## src/rtl/f1_start_controller.sv

```systemverilog
// F1 start-light controller: debounces the driver button, triggers the CPU light
// sequence on t0, follows it through a0[7:0] and measures reaction time or flags a jump start.
`timescale 1ns/1ps
module f1_start_controller #(
    parameter int          WIDTH           = 32,
    parameter int          CNT_WIDTH       = 16,
    parameter int          DEBOUNCE_CYCLES = 4,
    parameter logic [7:0]  LIGHTS_ON       = 8'hFF
) (
    input  logic                 clk,
    input  logic                 rst,
    input  logic                 btn_in,
    input  logic [WIDTH-1:0]     a0,
    output logic                 t0,
    output logic [CNT_WIDTH-1:0] react_cnt,
    output logic                 react_valid,
    output logic                 jump_start,
    output logic                 busy
);

    localparam int DB_W = $clog2(DEBOUNCE_CYCLES + 1);

    typedef enum logic [2:0] {IDLE, ARM, SEQ, FULL, TIMING, DONE} state_t;

    state_t               state, state_next;
    logic                 sync1, sync2, db;
    logic [DB_W-1:0]      db_cnt;
    logic                 db_hit, press;
    logic [7:0]           lights;
    logic                 unused_a0_hi;
    logic [CNT_WIDTH-1:0] counter;
    logic                 cnt_clr, cnt_inc, react_load, jump_set, results_clr;

    assign lights       = a0[7:0];
    assign unused_a0_hi = ^a0[WIDTH-1:8];

    // press fires on the same edge that db flips high, so the FSM sees it with no extra cycle
    assign db_hit = (sync2 != db) && (db_cnt == DB_W'(DEBOUNCE_CYCLES - 1));
    assign press  = db_hit && sync2;

    always_ff @(posedge clk or negedge rst) begin
        if (!rst) begin
            sync1  <= 1'b0;
            sync2  <= 1'b0;
            db     <= 1'b0;
            db_cnt <= '0;
        end else begin
            sync1 <= btn_in;
            sync2 <= sync1;
            if (sync2 != db) begin
                if (db_hit) begin
                    db     <= sync2;
                    db_cnt <= '0;
                end else begin
                    db_cnt <= db_cnt + DB_W'(1);
                end
            end else begin
                db_cnt <= '0;
            end
        end
    end

    always_ff @(posedge clk or negedge rst) begin
        if (!rst) begin
            state <= IDLE;
        end else begin
            state <= state_next;
        end
    end

    // A press always takes priority over a0 so a press coinciding with lights-out is a jump start
    always_comb begin
        state_next  = state;
        cnt_clr     = 1'b0;
        cnt_inc     = 1'b0;
        react_load  = 1'b0;
        jump_set    = 1'b0;
        results_clr = 1'b0;
        case (state)
            IDLE: begin
                if (press) state_next = ARM;
            end
            ARM: begin
                if (lights != 8'h00) state_next = SEQ;
            end
            SEQ: begin
                if (press) begin
                    state_next = DONE;
                    jump_set   = 1'b1;
                end else if (lights == LIGHTS_ON) begin
                    state_next = FULL;
                end else if (lights == 8'h00) begin
                    state_next = IDLE;
                end
            end
            FULL: begin
                if (press) begin
                    state_next = DONE;
                    jump_set   = 1'b1;
                end else if (lights == 8'h00) begin
                    state_next = TIMING;
                    cnt_clr    = 1'b1;
                end
            end
            TIMING: begin
                if (press) begin
                    state_next = DONE;
                    react_load = 1'b1;
                end else begin
                    cnt_inc = 1'b1;
                end
            end
            DONE: begin
                if (press) begin
                    state_next  = ARM;
                    results_clr = 1'b1;
                end
            end
            default: state_next = IDLE;
        endcase
    end

    always_ff @(posedge clk or negedge rst) begin
        if (!rst) begin
            t0          <= 1'b0;
            counter     <= '0;
            react_cnt   <= '0;
            react_valid <= 1'b0;
            jump_start  <= 1'b0;
        end else begin
            t0 <= (state_next == ARM);
            if (cnt_clr) begin
                counter <= '0;
            end else if (cnt_inc && (counter != {CNT_WIDTH{1'b1}})) begin
                counter <= counter + CNT_WIDTH'(1);
            end
            if (react_load) begin
                react_cnt   <= counter;
                react_valid <= 1'b1;
            end
            if (jump_set) begin
                jump_start <= 1'b1;
            end
            if (results_clr) begin
                react_valid <= 1'b0;
                jump_start  <= 1'b0;
            end
        end
    end

    assign busy = (state == ARM) || (state == SEQ) || (state == FULL) || (state == TIMING);

endmodule

```

## config.mk

```make
export PLATFORM = sky130hd
export DESIGN_NAME = f1_start_controller
export DESIGN_NICKNAME = d
export VERILOG_FILES = /design/src/rtl/f1_start_controller.sv
export SDC_FILE = /design/constraint.sdc
export NUM_CORES = 1
export LEC_CHECK = 0
export BUFFER_PORTS_ARGS = -buffer_cell sky130_fd_sc_hd__buf_2
export CAP_MARGIN = 10
export CORE_UTILIZATION = 50
export CTS_CLUSTER_DIAMETER = 60
export CTS_CLUSTER_SIZE = 16
export DETAILED_ROUTE_END_ITERATION = 8
export GPL_TIMING_DRIVEN = 0
export PLACE_DENSITY = 0.76
export SETUP_SLACK_MARGIN = 0.15
export SLEW_MARGIN = 15
export SYNTH_ARGS = -nofsm -noshare
export SYNTH_HDL_FRONTEND = slang
export SYNTH_SLANG_ARGS = --single-unit
```

## constraint.sdc

```tcl
create_clock -name clk -period 2.1 [get_ports clk]
set_input_delay 0.105 -clock clk [delete_from_list [all_inputs] [get_ports clk]]
set_output_delay 0.105 -clock clk [all_outputs]
set_load 0.05 [all_outputs]
```

==> results of run 1 <==
[where the power goes]
group | switching, mW | leakage [nW] | internal [mW] | total, mW
logic | 0.451 | 0.636 | 0.302 | 0.752
registers | 0.141 | 0.524 | 0.974 | 1.11
clock network | 0.289 | 0.0583 | 0.358 | 0.647
[metrics by stage]
step	setup WS, ns	util
after floorplan	0.3031	-
after global placement	0.07697	0.5952
after detailed placement	0.03672	0.5952
after CTS	0.1261	0.6364
after global routing	0.1087	0.6594
final	0.2223	0.6594
[timing repair]
item	CTS	global route
setup buffers	1	6
hold buffers	2	0
resized for setup	3	14
setup endpoints to repair	11	23
hold endpoints to repair	45	0
pin swaps	1	4
[synthesized netlist by cell type, types with 3 or more instances]
| master | instances | area share |
|---|---|---|
| o21ai_0 | 7 | 0.017 |
| mux2_2 | 16 | 0.088 |
| mux2i_1 | 3 | 0.015 |
| xnor2_1 | 10 | 0.043 |
| buf_2 | 3 | 0.0073 |
| nor3_1 | 7 | 0.017 |
| nor4_1 | 4 | 0.012 |
| nor2_1 | 14 | 0.026 |
| nor4b_1 | 3 | 0.013 |
| dfrtp_1 | 44 | 0.54 |
| nand4_1 | 7 | 0.021 |
| inv_1 | 3 | 0.0055 |
| nand2_1 | 18 | 0.033 |
| nand3_1 | 7 | 0.017 |
| a21oi_1 | 8 | 0.020 |
[final cells by class]
class / count / area [sq um]
multi-input combinational: 130 / 952.2
clock buffer: 5 / 68.82
clock inverter: 3 / 47.55
sequential: 44 / 1101
tap: 48 / 60.06
fill: 303 / 1294
buffer: 6 / 41.29
timing repair buffer: 39 / 222.7
inverter: 3 / 11.26
[cell families after synthesis]
family | share of synthesized area
XOR/XNOR | 0.04698
AND/OR/NAND/NOR | 0.2325
buffers and inverters | 0.02013
adder cells (fa/ha/maj) | 0.01220
AO/OA/AOI/OAI | 0.04881
flip-flops | 0.5369
multiplexers | 0.1025
[critical path: stages, from the launching register on]
cell and delay, ns:
dfrtp_1 0.38, buf_6 0.15, nor3b_4 0.34, nand2_1 0.23, nor4b_1 0.42, xnor2_1 0.17, nor2_1 0.06
[routing by layer]
layer,up-vias,track usage
met5,-,0
met4,0,0.08777
met3,9,0.05000
met2,32,0.3291
met1,759,0.2621
li1,751,-
[path summary, 6_finish.rpt]
kind | startpoint | end | slack, ns | cells past startpoint
max in group asynchronous | rst | counter[15] | 1.02 | 2
worst max-delay path | state[0] | counter[10] | 0.22 | 6
worst min-delay path | a0[1] | state[0] | 0.08 | 3
worst min register to register | sync1 | sync2 | 0.36 | 0
min in group asynchronous | rst | jump_start | 0.49 | 2
worst max register to register | state[0] | counter[10] | 0.22 | 6
[state kept, by name, indices dropped and copies added, names as in the netlist]
signal       count
counter         16
react_cnt       16
db_cnt           3
state            3
db               1
jump_start       1
react_valid      1
sync1            1
sync2            1
t0               1
[cells in the final DEF, fill, tap and decap left out, types with 2 or more instances in the layout]
master	Yosys	final
nand2_1	18	17
nor4b_1	3	2
nand3_1	7	7
buf_2	3	30
mux2i_1	3	3
inv_1	3	3
clkbuf_1	2	2
clkinv_4	0	2
o21ai_0	7	7
buf_4	1	10
nand2b_1	2	2
dlygate4sd3_1	0	2
a21oi_1	8	8
nand4_1	7	7
ha_2	0	2
nor2_1	14	14
nor4_1	4	3
or3_1	2	2
nor3b_1	2	2
nor2b_1	2	2
xnor2_1	10	10
clkbuf_8	0	5
dfrtp_1	44	44
nor3_1	7	6
mux2_2	16	16
==> results.yml, run 1 <==
critical_path:
  critPathCaptureType: "flip-flop"
  start_kind: "flip-flop"
  timing.critical_path.arrival_ns: 2.04
  critical_path_required_ns: 2.26
  crit_fanout: 10
  path_class: "flip-flop to flip-flop"
grt:
  overflow: 0
  grt_pass1_vias: 1457
  grt_pass1_wl_um: 6582
  antenna_found_initial: 0
  grt_use_total: 0.2047
  grt_max_degree: 45
placement:
  gp_congestion: 0.8239
  dp_cells: 261
  port_buffers: 30
  placed_area_sq_um: 2261
  dp_hpwl_um: 2703
finish:
  final_cells: 278
  antenna_cells: 0
  finalNetCount: 266
  layout-drive-gt1-share: 0.3391
  stdcell_area_sq_um: 2505
  area_growth_pct: 22.15
clocking:
  clock_path_buffers: 2
  cts_tree: "done"
  cts.sinks: 44
  clk_pin_slew_worst_paths_ns: 0.08
  clock_latency_ns: 0.30
  htree_levels: 2
  cts_buffers: 5
  cts-root-buf: "clkbuf_8"
sta:
  clock_skew_ns: 0.01184
  hold_ws_ns: 0.07927
  worst_pin_slew_ns: 0.9477
  drv_slew: 0
  setup_tns_ns: 0
  relSlewSlack: 0.3682
  finalCritPeriodShare: 0.8941
  hold_violations: 0
  finalCriticalPeriod_ns: 1.878
  setup_viol: 0
  grt_setup_unrepaired: "true"
  fmax_ghz: 0.5326
routing:
  dr_wl_met2_um: 1921
  final_antenna_net_count: 0
  drt-total-wl_um: 3963
  dr_wl_met3_um: 146
  met1Wirelength_um: 1803
  vias_per_cell: 5.579
  route.detailed.drc: 0
  via_count: 1551
  dr.max_layer_used: "met4"
  avgRoutedWirePerCell_um: 14.26
  firstDrtPassIters: 4
  drt_iter0_drc: 116
floorplan:
  die_w_um: 66.04
  die_height_um: 66.04
  ios: 55
  start_util: 0.5399
  core_area_sq_um: 3799
  die_area_sq_um: 4361
  fp-row-count: 22
power:
  cellPowerDensity_nw_per_um2: 1004
  power_mw: 2.514
  p_leak_nw: 1.218
  irDropWorstVdd_mv: 0.5125
synthesis:
  synth_warnings: 0
  synthesis.nets: 220
  synth-seq-cells: 44
  synth_edf_count: 0
  synthesis.area_sq_um: 2051
  yosysSeqAreaShare: 0.5369
  synth_async_sr_flop_share: 1.000
  synthCells: 183
  ys.flop_type: "dfrtp_1"
  yosys.cell_types.count: 38
  syn_avg_cell_area_sq_um: 11.21
flow_run:
  drv_cap: 0
hold_path:
  worstHoldPathType: "input pin to flip-flop"
outcome:
  status: "completed"
No activity file was read; power rests on OpenSTA's default activity.
==> inputs of run 2 (changes only) <==
--- a/config.mk
+++ b/config.mk
@@ -7,12 +7,12 @@
 export LEC_CHECK = 0
 export BUFFER_PORTS_ARGS = -buffer_cell sky130_fd_sc_hd__buf_2
 export CAP_MARGIN = 10
-export CORE_UTILIZATION = 50
+export CORE_UTILIZATION = 47
 export CTS_CLUSTER_DIAMETER = 60
 export CTS_CLUSTER_SIZE = 16
 export DETAILED_ROUTE_END_ITERATION = 8
 export GPL_TIMING_DRIVEN = 0
-export PLACE_DENSITY = 0.76
+export PLACE_DENSITY = 0.75
 export SETUP_SLACK_MARGIN = 0.15
 export SLEW_MARGIN = 15
 export SYNTH_ARGS = -nofsm -noshare
==> constraint.sdc (replaced) <==
create_clock -name clk -period 1.6 [get_ports clk]
set_input_delay 0.08 -clock clk [delete_from_list [all_inputs] [get_ports clk]]
set_output_delay 0.08 -clock clk [all_outputs]
set_load 0.05 [all_outputs]
==> run 2 against run 1 <==
  * The flow now finishes with violations (negative setup slack)
  * Setup slack worse by 0.44 ns
  * Clock skew down 0.0044 ns
  * Combinational power up 100%
  * Sequential power up 37%
  * Sequential share of layout area down 7.6 points
  * Largest power group unchanged
==> results.yml, run 2 (synthesis gave the netlist of run 1 again) <==
outcome:
  status: "finished, violations left"
  violations: "negative setup slack"
grt:
  grt_use_total: 0.2130
  antenna_found_initial: 0
  overflow: 0
  grt_pass1_wl_um: 7079
  grt_max_degree: 45
  grt_pass1_vias: 1546
placement:
  dp_cells: 263
  dp_hpwl_um: 2511
  gp_congestion: 0.7825
  port_buffers: 30
  placed_area_sq_um: 2356
  place_ws_ns: -0.2374
floorplan:
  die_w_um: 68.06
  die_height_um: 68.06
  fp-row-count: 23
  start_util: 0.5018
  core_area_sq_um: 4086
  die_area_sq_um: 4631
  ios: 55
routing:
  firstDrtPassIters: 4
  drt_iter0_drc: 138
  avgRoutedWirePerCell_um: 18.66
  vias_per_cell: 5.728
  final_antenna_net_count: 0
  route.detailed.drc: 0
  via_count: 1747
  drt-total-wl_um: 5692
sta:
  finalCriticalPeriod_ns: 1.822
  hold_violations: 0
  clock_skew_ns: 0.007482
  setup_viol: 31
  setup_ws_ns: -0.2220
  grt_setup_unrepaired: "true"
  relSlewSlack: 0.3565
  fmax_ghz: 0.5488
  hold_ws_ns: 0.04862
  drv_slew: 0
  worst_pin_slew_ns: 0.9653
  finalCritPeriodShare: 1.139
critical_path:
  start_kind: "flip-flop"
  crit_family: "simple AND/OR/NAND/NOR gates"
  timing.critical_path.arrival_ns: 2.06
  crit_fanout: 4
  r2r.worst_path.cells: 7
  crit_buf_inv: 1
  cpMaxStageDelayCell: "or4_1"
  slowest_delay_ns: 0.44
  timing.rr.start: "counter[1]"
  path_class: "flip-flop to flip-flop"
  r2r_end: "counter[14]"
  critical_path_required_ns: 1.84
  critPathCaptureType: "flip-flop"
  crit_chain: "ha_4, buf_4, nand2_1, nor2_1, nand4_1, or4_1, nand2_1"
  r2r_setup_slack_ns: -0.22
  worstSetupPathDepth: 7
  cpMostUsedCell: "nand2_1"
hold_path:
  hp-start: "a0[1]"
  holdPathStages: 3
  worstHoldPathType: "input pin to flip-flop"
  min_to: "state[0]"
clocking:
  cts.sinks: 44
  cts-root-buf: "clkbuf_8"
  clock_path_buffers: 2
  clk_pin_slew_worst_paths_ns: 0.08
  cts_buffers: 5
  clock_latency_ns: 0.30
  cts_tree: "done"
  htree_levels: 2
finish:
  mostFrequentLayoutCells: "dfrtp_1 (36), buf_2 (29), buf_4 (24)"
  layout-drive-gt1-share: 0.5490
  reg_top3: "counter: 16 flops, react_cnt: 16 flops"
  area_growth_pct: 49.05
  antenna_cells: 0
  final_common_cell: "dfrtp_1"
  stdcell_area_sq_um: 3057
  finalNetCount: 291
  final_cells: 305
power:
  power_mw: 3.851
  p_leak_nw: 1.425
  p_sw_frac: 0.3756
  p_switching_mw: 1.446
  internal-power_mw: 2.404
  cellPowerDensity_nw_per_um2: 1260
  power_frac_clock: 0.214
  p_seq_frac: 0.394
  irDropWorstVdd_mv: 0.9467
  p_comb_frac: 0.392
flow_run:
  drv_cap: 0
## run 2: routing by layer
layer | up-vias | global-route usage | wire length, um
met4 | 0 | 0.08073 | 210
met3 | 17 | 0.05833 | 330
li1 | 805 | - | -
met1 | 858 | 0.2668 | 2262
met2 | 67 | 0.3480 | 2888
met5 | - | 0 | 0
## run 2: worst max path at each step
stage	endpoint	slack, ns	startpoint
after floorplan	counter[11]	-0.09	state[0]
after global placement	counter[4]	-0.24	counter[0]
after detailed placement	counter[11]	-0.24	counter[0]
after CTS	counter[11]	-0.10	counter[0]
after global routing	counter[14]	-0.29	counter[0]
final	counter[14]	-0.22	counter[1]
## run 2: power by group through the flow
| stage | clock [mW] | combinational [mW] | sequential (mW) |
|---|---|---|---|
| 2_1_floorplan | 0 | 0.672 | 1.56 |
| 3_3_place_gp | 0 | 0.935 | 1.49 |
| 3_5_place_dp | 0 | 0.944 | 1.49 |
| 4_1_cts | 0.846 | 1.18 | 1.48 |
| 5_1_grt | 0.898 | 1.62 | 1.54 |
| 6_report | 0.822 | 1.51 | 1.52 |
## run 2: area by class of cell
cell class / count / area, sq um
Buffer: 6 / 71.32
Clock buffer: 6 / 72.57
Clock inverter: 2 / 35.03
Fill cell: 253 / 1030
Inverter: 3 / 11.26
Multi-Input combinational cell: 130 / 1212
Sequential cell: 44 / 1111
Tap cell: 50 / 62.56
Timing Repair Buffer: 64 / 480.5
## run 2: through the flow
| step | setup TNS, ns | util |
|---|---|---|
| final | -2.686 | 0.7480 |
| after global routing | -4.427 | 0.7480 |
| after CTS | -0.9936 | 0.6672 |
| after detailed placement | -2.564 | 0.5765 |
| after global placement | -2.552 | 0.5765 |
| after floorplan | -0.1448 | - |
## run 2: repair_timing
action                                 CTS  global route
gates cloned                             1             1
endpoints found under the hold margin   45             0
setup endpoints to repair               34            39
hold buffers                             2             0
setup buffers                           16            14
resized for setup                       28            38
pin swaps                               15            15
## run 2: tightest hold or removal path: cells and delay by family
kind | cells | cell delay, ns
compound gates | 1 | 0.06
buf+inv | 1 | 0.10
simple gates | 1 | 0.06
